### src/rtl/reg_wb_queue.sv
// reg_wb_queue: in-order writeback buffer placed in front of the register
// bank write port. Requests enter through a valid/ready handshake. One entry
// leaves per cycle into a registered RegWrite/sel/data beat.
// Optional macro WB_FWD_EN adds snoop forwarding of pending writes to the two
// bank read selectors. When it is undefined, the forwarding outputs are tied
// to zero.
module reg_wb_queue #(
  parameter int DATA_W = 32,
  parameter int ADDR_W = 5,
  parameter int DEPTH  = 4
) (
  input  logic                     clk,
  input  logic                     rst_n,
  input  logic                     in_valid,
  output logic                     in_ready,
  input  logic [ADDR_W-1:0]        in_reg,
  input  logic [DATA_W-1:0]        in_data,
  input  logic                     drain_en,
  output logic                     RegWrite,
  output logic [ADDR_W-1:0]        sel,
  output logic [DATA_W-1:0]        data,
  output logic [$clog2(DEPTH):0]   count,
  input  logic [ADDR_W-1:0]        selA,
  input  logic [ADDR_W-1:0]        selB,
  output logic                     fwdA_hit,
  output logic [DATA_W-1:0]        fwdA_data,
  output logic                     fwdB_hit,
  output logic [DATA_W-1:0]        fwdB_data
);

  localparam int PTR_W = $clog2(DEPTH);
  localparam int CNT_W = PTR_W + 1;
  localparam logic [CNT_W-1:0] DEPTH_C = CNT_W'(DEPTH);

  // Entry storage. It has no reset because the contents are only meaningful
  // below count.
  logic [ADDR_W-1:0] mem_reg  [DEPTH];
  logic [DATA_W-1:0] mem_data [DEPTH];

  logic [PTR_W-1:0]  rd_ptr_reg;
  logic [PTR_W-1:0]  wr_ptr_reg;
  logic [CNT_W-1:0]  count_reg;
  logic              regwrite_reg;
  logic [ADDR_W-1:0] sel_reg;
  logic [DATA_W-1:0] data_reg;

  logic push;
  logic pop;

  // Ready depends only on registered occupancy. A full queue never accepts,
  // even in a cycle that pops.
  assign in_ready = (count_reg < DEPTH_C);
  assign push     = in_valid && in_ready;
  assign pop      = (count_reg != '0) && drain_en;

  assign RegWrite = regwrite_reg;
  assign sel      = sel_reg;
  assign data     = data_reg;
  assign count    = count_reg;

  // Write an accepted request into the tail slot.
  always_ff @(posedge clk) begin
    if (push) begin
      mem_reg[wr_ptr_reg]  <= in_reg;
      mem_data[wr_ptr_reg] <= in_data;
    end
  end

  // Update the pointers and occupancy. Reset discards any same-cycle push or pop.
  always_ff @(posedge clk) begin
    if (!rst_n) begin
      rd_ptr_reg <= '0;
      wr_ptr_reg <= '0;
      count_reg  <= '0;
    end else begin
      if (push) begin
        wr_ptr_reg <= wr_ptr_reg + 1'b1;
      end
      if (pop) begin
        rd_ptr_reg <= rd_ptr_reg + 1'b1;
      end
      if (push && !pop) begin
        count_reg <= count_reg + 1'b1;
      end else if (pop && !push) begin
        count_reg <= count_reg - 1'b1;
      end
    end
  end

  // Move the head entry into the bank write beat. sel/data hold between beats.
  always_ff @(posedge clk) begin
    if (!rst_n) begin
      regwrite_reg <= 1'b0;
      sel_reg      <= '0;
      data_reg     <= '0;
    end else if (pop) begin
      regwrite_reg <= 1'b1;
      sel_reg      <= mem_reg[rd_ptr_reg];
      data_reg     <= mem_data[rd_ptr_reg];
    end else begin
      regwrite_reg <= 1'b0;
    end
  end

`ifdef WB_FWD_EN
  // A slot is live when its age (distance from the head) is below count.
  logic [DEPTH-1:0] slot_live;
  logic [DEPTH-1:0] match_a;
  logic [DEPTH-1:0] match_b;

  for (genvar gi = 0; gi < DEPTH; gi++) begin : g_slot
    logic [PTR_W-1:0] age;
    assign age         = PTR_W'(gi) - rd_ptr_reg;
    assign slot_live[gi] = ({1'b0, age} < count_reg);
    assign match_a[gi]   = slot_live[gi] && (mem_reg[gi] == selA);
    assign match_b[gi]   = slot_live[gi] && (mem_reg[gi] == selB);
  end

  // Pick the youngest pending value. The search starts at the output beat and
  // then walks the FIFO from oldest to newest, so later matches override earlier ones.
  always_comb begin : fwd_pick
    logic [PTR_W-1:0] idx;
    idx       = '0;
    fwdA_hit  = 1'b0;
    fwdA_data = '0;
    fwdB_hit  = 1'b0;
    fwdB_data = '0;
    if (regwrite_reg && (sel_reg == selA)) begin
      fwdA_hit  = 1'b1;
      fwdA_data = data_reg;
    end
    if (regwrite_reg && (sel_reg == selB)) begin
      fwdB_hit  = 1'b1;
      fwdB_data = data_reg;
    end
    for (int k = 0; k < DEPTH; k++) begin
      idx = rd_ptr_reg + PTR_W'(k);
      if (match_a[idx]) begin
        fwdA_hit  = 1'b1;
        fwdA_data = mem_data[idx];
      end
      if (match_b[idx]) begin
        fwdB_hit  = 1'b1;
        fwdB_data = mem_data[idx];
      end
    end
  end
`else
  // Forwarding is disabled, so the read selectors are only observed here.
  logic unused_sel;
  assign unused_sel = ^{selA, selB};

  assign fwdA_hit  = 1'b0;
  assign fwdA_data = '0;
  assign fwdB_hit  = 1'b0;
  assign fwdB_data = '0;
`endif

endmodule

### config.mk
export PLATFORM = sky130hd
export DESIGN_NAME = reg_wb_queue
export DESIGN_NICKNAME = d
export VERILOG_FILES = /design/src/rtl/reg_wb_queue.sv
export SDC_FILE = /design/constraint.sdc
export NUM_CORES = 1
export LEC_CHECK = 0
export ABC_AREA = 0
export CAP_MARGIN = 20
export CORE_ASPECT_RATIO = 1.25
export CORE_MARGIN = 2
export CORE_UTILIZATION = 42
export CTS_CLUSTER_SIZE = 12
export DETAILED_ROUTE_END_ITERATION = 10
export PLACE_DENSITY_LB_ADDON = 0.25
export SYNTH_ARGS = -nofsm -noshare
export SYNTH_HDL_FRONTEND = slang
export SYNTH_SLANG_ARGS = --single-unit
### constraint.sdc
create_clock -name clk -period 4.79 [get_ports clk]
set_input_delay 0.958 -clock clk [delete_from_list [all_inputs] [get_ports clk]]
set_output_delay 0.958 -clock clk [all_outputs]
set_load 0.03 [all_outputs]
==> results.yml, run 1 <==
critical_path:
  crit_slowest_cell: "nor2b_1"
  critPathBufInv: 2
  cp_cell_sequence: "clkdlybuf4s50_1 > nor2b_1 > ha_1 > inv_1 > fa_1 > xor2_1 > or3_1 > a21oi_1"
  slowest_delay_ns: 0.45
  crit_arrival_ns: 3.19
  start_kind: "input pin"
  endpoint_kind: "flop"
  critical_path.max_fanout: 7
  required_ns: 5.15
  critPathTopFamily: "simple AND/OR/NAND/NOR gates"
  worstSetupPathType: "in -> reg"
sta:
  slew_headroom_pct: 31.3
  worst_pin_slew_ns: 1.03
  max_freq_mhz: 353
  rsz0062_at_grt: "false"
  hold_slack_ns: 0.478
  fin_crit_sh_pct: 59.1
  finalCriticalPeriod_ns: 2.83
  finalClockSkew_ns: 0.00749
  setup_viol: 0
  fin_setup_tns_ns: 0
  hold_viol: 0
  drv_slew: 0
finish:
  fillCellCount: 1447
  antenna_cells: 0
  drive_gt1_share_pct: 15.8
  area_growth_pct: 18.3
  largest_reg_flops: 128
  final_nets: 532
clock_network:
  cts_sinks: 193
  cts_made_buffers: 17
  insertion_delay_ns: 0.42
  htree_levels: 4
  clockBufferDepth: 2
  ctsHoldBuffers: 0
  cts_tree: "done"
  cts-root-buf: "clkbuf_16"
  cts_setup_buffers: 0
  path_clk_slew_ns: 0.06
  ctsResizeCount: 0
synth:
  ys_ff_latch: 193
  yosys_warnings: 0
  synth_edf_count: 148
  yosysSeqAreaShare_pct: 72.0
  synth_cells: 387
  synthTopCellsByCount: "148 x edfxtp_1, 68 x buf_4, 45 x dfxtp_1, 37 x a22o_1, 37 x mux4_2"
  syn_area_mm2: 0.00742
  synth_top_area_share_pct: 59.9
  yosys_most_used_dff: "edfxtp_1"
  async_reset_ff_share_pct: 0
  synth_cell_types: 24
  yosys.cell_count.top_type: "edfxtp_1"
  avgSynthCellArea_um2: 19.2
  yosys-top-cells-area: "edfxtp_1 60%, dfxtp_1 12%, mux4_2 11%"
  synth_top_cell_by_area: "edfxtp_1"
drt:
  routed_via_density: 4.81
  drtAntennaViolNets: 0
  detail_route.wl_per_cell_um: 18.0
  firstDrtPassIters: 4
  vias: 3425
  wirelength_um: 12800
  dr.first_iter.drc_count: 138
  drc: 0
die:
  die_width_um: 123
  die_y_um: 153
  pin_count: 159
  die-area_mm2: 0.0188
  start_util_pct: 42.7
  core-area_mm2: 0.0174
  fp-row-count: 54
global_routing:
  antenna_found_initial: 0
  grt_pass1_wl_um: 19500
  grt_usage_pct: 14.4
  grt_pass1_vias: 3537
  grt.overflow.total: 0
  grt_start_max_net_pins: 40
power:
  switchingPower_uw: 1370
  combPwrFrac_pct: 24.5
  pwr-share-seq_pct: 48.2
  intPower_uw: 3330
  vdd_drop_max_mv: 0.277
  pwr-share-clk_pct: 27.4
  leakage_uw: 0.00301
  switching_share_pct: 29.1
  power_density_mw_per_mm2: 536
flow_run:
  max_cap_viol_count: 0
min_path:
  hold_class: "reg -> reg"
placed_design:
  gp_congestion: 0.654
  dp_hpwl_um: 7250
  io_buffers: 82
status:
  status: "completed"
layer usage:
layer  share of wire, %  vias to the layer above  global-route usage (%)  wire [µm]
li1                   -                     1550                       -          -
met1                 41                     1740                    17.8       5280
met2                 53                      121                    24.1       6730
met3                4.6                       14                    3.71        591
met4                1.4                        0                    5.58        184
met5                  0                        -                       0          0
path summary, 6_finish.rpt:
check | start | to | slack, ns | cells past startpoint
worst min register to register | sel[2] | sel[2] | 0.48 | 1
worst min-delay path | sel[2] | sel[2] | 0.48 | 1
worst max register to register | count[2] | count[2] | 2.54 | 7
worst max-delay path | in_valid | count[2] | 1.96 | 8
placed cells by master, fill, tap and decap left out, drive strengths merged, types with 6 or more instances in the layout:
cell,instances
clkbuf,19
conb,66
clkinv,11
a22o,37
clkdlybuf4s50,82
inv,6
edfxtp,148
dfxtp,45
nor2,7
mux4,37
power groups by stage:
stage,Sequential (µW),Combinational (µW),Clock (µW)
floorplan,2390,731,0
global placement,2320,1100,0
detailed placement,2320,1150,0
CTS,2280,1150,1320
global route,2310,1220,1390
finish,2260,1150,1290
layout make-up:
cell class / instances / area (µm²) / area share, %
Clock inverter: 13 / 96.3 / 1.10
Multi-Input combinational cell: 171 / 1680 / 19.1
Sequential cell: 193 / 5350 / 61.0
Inverter: 5 / 18.8 / 0.214
Clock buffer: 19 / 433 / 4.93
Tap cell: 224 / 280 / 3.19
Timing Repair Buffer: 87 / 921 / 10.5
stage by stage:
stage          util [%]  std cells  worst slack [ns]  power [µW]  instance area, µm²
2_1_floorplan         -        452              2.15        3120                7660
3_3_place_gp       46.9        675              1.57        3430                8150
3_5_place_dp       47.1        677              1.50        3460                8190
4_1_cts            50.2        709              1.94        4750                8710
5_1_grt            50.5        712              1.86        4920                8770
6_report           50.5        712              1.96        4700                8770
logic make-up (layout without fill, tap and decap cells):
group / Yosys count / in the layout / share of synthesized area (%)
compound gates: 41 / 41 / 4.91
xor+xnor: 5 / 5 / 0.590
fa+ha+maj: 6 / 6 / 1.11
buf+inv: 88 / 124 / 8.85
flops: 193 / 193 / 72.0
mux: 39 / 39 / 11.5
other cells: 1 / 66 / 0.0505
simple gates: 14 / 14 / 0.945
worst register-to-register path: cells and delay by family (launching register included):
family / cells / cell delay, ns
buffers and inverters: 1 / 0.06
adder cells (fa/ha/maj): 2 / 0.65
AND/OR/NAND/NOR: 2 / 0.77
AO/OA/AOI/OAI: 1 / 0.14
XOR/XNOR: 1 / 0.17
flip-flops: 1 / 0.38
No activity file was read; power rests on OpenSTA's default activity.
==> run 2, diff against run 1 <==
==> constraint.sdc (replaced) <==
create_clock -name clk -period 2.8 [get_ports clk]
set_input_delay 0.56 -clock clk [delete_from_list [all_inputs] [get_ports clk]]
set_output_delay 0.56 -clock clk [all_outputs]
set_load 0.03 [all_outputs]
==> run 2 against run 1 <==
Compared with the run above:
- cell count up 1.1%
- clock power up 83%
- non-clock buffer count rose by 7
==> results.yml, run 2 (synthesis results as in run 1) <==
status:
  status: "completed"
critical_path:
  required_ns: 2.24
  critPathTopFamily: "buffers and inverters"
  crit_slowest_cell: "clkdlybuf4s50_1"
  crit_arrival_ns: 1.65
  slowest_delay_ns: 0.73
  start_kind: "flop"
  endpoint_kind: "output port"
  critical_path.max_fanout: 5
  critPathBufInv: 1
  cp_cell_sequence: "clkdlybuf4s50_1"
  worstSetupPathType: "reg -> out"
power:
  pwr-share-seq_pct: 46.5
  power_density_mw_per_mm2: 929
  switching_share_pct: 28.7
  finalPower_uw: 8230
  switchingPower_uw: 2360
  intPower_uw: 5870
  vdd_drop_max_mv: 0.509
  combPwrFrac_pct: 24.9
  pwr-share-clk_pct: 28.6
  leakage_uw: 0.00305
die:
  fp-row-count: 54
  core-area_mm2: 0.0174
  die_y_um: 153
  die-area_mm2: 0.0188
  start_util_pct: 42.7
  pin_count: 159
  die_width_um: 123
finish:
  layout_commonest_cell: "edfxtp_1"
  final_cell_mix: "148 x edfxtp_1, 82 x clkdlybuf4s50_1, 66 x conb_1"
  postLayoutCoreUtil_pct: 51.0
  area_growth_pct: 19.3
  largest_reg_flops: 128
  drive_gt1_share_pct: 17.6
  final_nets: 539
drt:
  detail_route.wl_per_cell_um: 17.8
  routed_via_density: 4.81
  drc: 0
  vias: 3466
  dr.first_iter.drc_count: 210
  wirelength_um: 12800
  firstDrtPassIters: 7
  drtAntennaViolNets: 0
sta:
  slew_headroom_pct: 36.5
  max_freq_mhz: 453
  rsz0062_at_grt: "false"
  finalCriticalPeriod_ns: 2.21
  finalClockSkew_ns: 0.0109
  setup_viol: 0
  hold_viol: 0
  drv_slew: 0
  fin_crit_sh_pct: 78.8
  worst_pin_slew_ns: 0.953
  fin_setup_tns_ns: 0
placed_design:
  io_buffers: 82
  dp_hpwl_um: 7570
  gp_congestion: 0.694
global_routing:
  grt_start_max_net_pins: 39
  grt.overflow.total: 0
  grt_pass1_wl_um: 19600
  grt_usage_pct: 14.3
  grt_pass1_vias: 3546
  antenna_found_initial: 1
clock_network:
  cts_tree: "done"
  path_clk_slew_ns: 0.07
  ctsResizeCount: 0
  cts_made_buffers: 17
  cts_sinks: 193
  ctsHoldBuffers: 0
  cts_setup_buffers: 0
  htree_levels: 4
  insertion_delay_ns: 0.42
  clockBufferDepth: 2
  cts-root-buf: "clkbuf_16"
min_path:
  hold_class: "reg -> reg"
flow_run:
  max_cap_viol_count: 0
run 2: cell types whose count changed in the layout (fill, tap and decap cells not counted), moves of 2 or more:
cell / previous run / this run
buf_4: 0 / 9
clkinv_1: 4 / 0
clkinv_2: 5 / 2
clkinvlp_4: 0 / 3
buf_12: 5 / 3
inv_6: 1 / 3
run 2: final cells by class:
cell class | instances | area, µm²
fill | 1409 | 8510
sequential | 193 | 5350
multi-input combinational | 171 | 1680
timing repair buffer | 94 | 948
clock buffer | 21 | 450
tap | 224 | 280
clock inverter | 11 | 128
inverter | 5 | 18.8
antenna | 1 | 2.50
run 2: per-layer routing:
layer	routed length, µm	share of wire [%]	vias up	global-route usage, %
met5	0	0	-	0
met4	148	1.2	0	4.76
met3	872	6.8	12	4.53
met2	6590	51	142	23.3
met1	5190	41	1750	17.8
li1	-	-	1562	-
run 2: power groups by stage:
stage	combinational [µW]	sequential (µW)	clock [µW]
detailed placement	2080	3900	0
floorplan	1250	4090	0
CTS	2090	3840	2400
global route	2200	3880	2520
finish	2050	3820	2360
global placement	2060	3880	0
run 2: through the flow:
stage               cell area [µm²]  instances  hold slack (ns)  worst slack [ns]
finish                         8850        720            0.482             0.595
global route                   8850        720            0.496             0.526
CTS                            8850        719            0.482             0.576
detailed placement             8270        687            0.466             0.206
global placement               8270        687            0.463             0.305
floorplan                      7660        452            0.514             0.555
run 2: path summary, 6_finish.rpt:
check	start	end	slack, ns	cells after the start
worst min-delay path	data[5]	data[5]	0.48	1
worst max-delay path	count[0]	count[0]	0.59	1
worst min register to register	data[5]	data[5]	0.48	1
worst max register to register	count[2]	count[2]	0.64	7
==> run 3, diff against run 2 <==
==> constraint.sdc (replaced) <==
create_clock -name clk -period 1.8 [get_ports clk]
set_input_delay 0.36 -clock clk [delete_from_list [all_inputs] [get_ports clk]]
set_output_delay 0.36 -clock clk [all_outputs]
set_load 0.03 [all_outputs]
==> run 3 against run 2 <==
Compared with the run above:
- the run now ends with negative setup slack left
- clock skew fell by 0.0040 ns
- setup slack got worse by 0.70 ns
- sequential cell count did not move
- highest routed layer unchanged
==> results.yml, run 3 (synthesis results as in run 1) <==
status:
  status: "finished with violations"
  violations: "negative setup slack"
finish:
  final_nets: 557
  area_growth_pct: 22.1
  drive_gt1_share_pct: 21.7
  ff_latch_area_mm2: 0.00536
  final_cells: 736
  multiInputGateArea_mm2: 0.00168
  layout_commonest_cell: "edfxtp_1"
  final_cell_mix: "148 x edfxtp_1, 66 x conb_1, 41 x clkdlybuf4s50_1, 41 x dlygate4sd2_1, 40 x dfxtp_1"
  largest_reg_flops: 128
  antenna_cells: 0
  fillCellCount: 1405
  final_area_mm2: 0.00906
clock_network:
  cts-root-buf: "clkbuf_16"
  cts_made_buffers: 17
  htree_levels: 4
  clockBufferDepth: 2
  cts_tree: "done"
  ctsHoldBuffers: 0
  path_clk_slew_ns: 0.06
  insertion_delay_ns: 0.42
  cts_sinks: 193
sta:
  drv_slew: 0
  fin_crit_sh_pct: 106
  finalCriticalPeriod_ns: 1.91
  max_freq_mhz: 525
  fin_ws_ns: -0.106
  setup_viol: 1
  finalClockSkew_ns: 0.00692
  rsz0062_at_grt: "true"
  hold_viol: 0
power:
  power_density_mw_per_mm2: 1410
  switching_share_pct: 28.9
  pwr-share-seq_pct: 45.2
  switchingPower_uw: 3690
  vdd_drop_max_mv: 0.611
  pwr-share-clk_pct: 27.3
  combPwrFrac_pct: 27.5
  intPower_uw: 9070
  leakage_uw: 0.00333
global_routing:
  grt_usage_pct: 15.1
  grt_start_max_net_pins: 22
  grt.overflow.total: 0
  grt_pass1_wl_um: 20600
  antenna_found_initial: 0
  grt_pass1_vias: 3684
critical_path:
  worstSetupPathType: "reg -> reg"
  critical_path.max_fanout: 2
  timing.rr.end: "count[2]"
  start_kind: "flop"
  crit_arrival_ns: 2.25
  required_ns: 2.15
  critPathBufInv: 1
  rr_startpoint: "count[1]"
  cp_cell_sequence: "o31ai_4 > ha_2 > inv_2 > fa_2 > xor2_1 > or3_1 > a21oi_1"
  crit_slowest_cell: "dfxtp_4"
  critPathTopFamily: "adder cells"
  slowest_delay_ns: 0.36
  ff2ff_path_depth: 7
  r2r_slack_ns: -0.11
  endpoint_kind: "flop"
min_path:
  min_path_cells: 1
  min_from: "data[6]"
  hold_end: "data[6]"
  hold_class: "reg -> reg"
placed_design:
  dp_cells: 702
  placed_cell_area_mm2: 0.00854
  io_buffers: 82
  dp_hpwl_um: 8280
  gp_congestion: 0.684
drt:
  drc: 0
  dr.first_iter.drc_count: 260
  firstDrtPassIters: 5
  vias: 3508
  drtAntennaViolNets: 0
  routed_via_density: 4.77
  wirelength_um: 13100
  detail_route.wl_per_cell_um: 17.9
die:
  die_width_um: 123
  die-area_mm2: 0.0188
  pin_count: 159
  die_y_um: 153
  core-area_mm2: 0.0174
  fp-row-count: 54
  start_util_pct: 42.7
flow_run:
  max_cap_viol_count: 0
## run 3: per-stage QoR
step | TNS (ns) | util, % | setup slack [ns] | total power [µW] | hold slack, ns
2_1_floorplan | -0.112 | - | -0.112 | 8320 | 0.459
3_3_place_gp | -12.11 | 49.2 | -0.386 | 9520 | 0.462
3_5_place_dp | -24.52 | 49.2 | -0.554 | 9610 | 0.465
4_1_cts | -0.0978 | 52.1 | -0.0978 | 12900 | 0.477
5_1_grt | -0.149 | 52.2 | -0.149 | 13400 | 0.498
6_report | -0.106 | 52.2 | -0.106 | 12800 | 0.471
## run 3: repair_timing
item	in CTS	in global routing
buffers inserted	2	1
resized for setup	41	1
endpoints found under the setup margin	42	1
pin swaps	3	3
## run 3: worst max path at each step
stage	start	to	slack, ns	depth (start not counted)
global route	count[1]	count[2]	-0.15	7
floorplan	count[1]	count[2]	-0.11	7
detailed placement	in_valid	count[2]	-0.55	8
CTS	count[2]	count[2]	-0.1	7
finish	count[1]	count[2]	-0.11	7
global placement	in_valid	count[2]	-0.39	8
## run 3: metal layers
layer	vias up	global-route usage [%]	part of all wire [%]
met2	118	25.4	53
met5	-	0	0
met4	0	4.93	1.2
met3	14	4.75	6.2
met1	1774	18.3	40
li1	1602	-	-
## run 3: power by group through the flow
stage | registers (µW) | clock network (µW) | logic [µW]
2_1_floorplan | 6360 | 0 | 1960
3_3_place_gp | 5850 | 0 | 3670
3_5_place_dp | 5880 | 0 | 3730
4_1_cts | 5780 | 3580 | 3570
5_1_grt | 5840 | 3750 | 3770
6_report | 5770 | 3480 | 3500
## run 3: cell type report
class / instances / area share [%]
inverters: 5 / 0.207
flip-flops and latches: 193 / 59.2
clock inverters: 9 / 0.912
clock buffers: 22 / 5.13
well taps: 224 / 3.09
multi-input cells: 171 / 18.6
repair buffers: 112 / 12.9
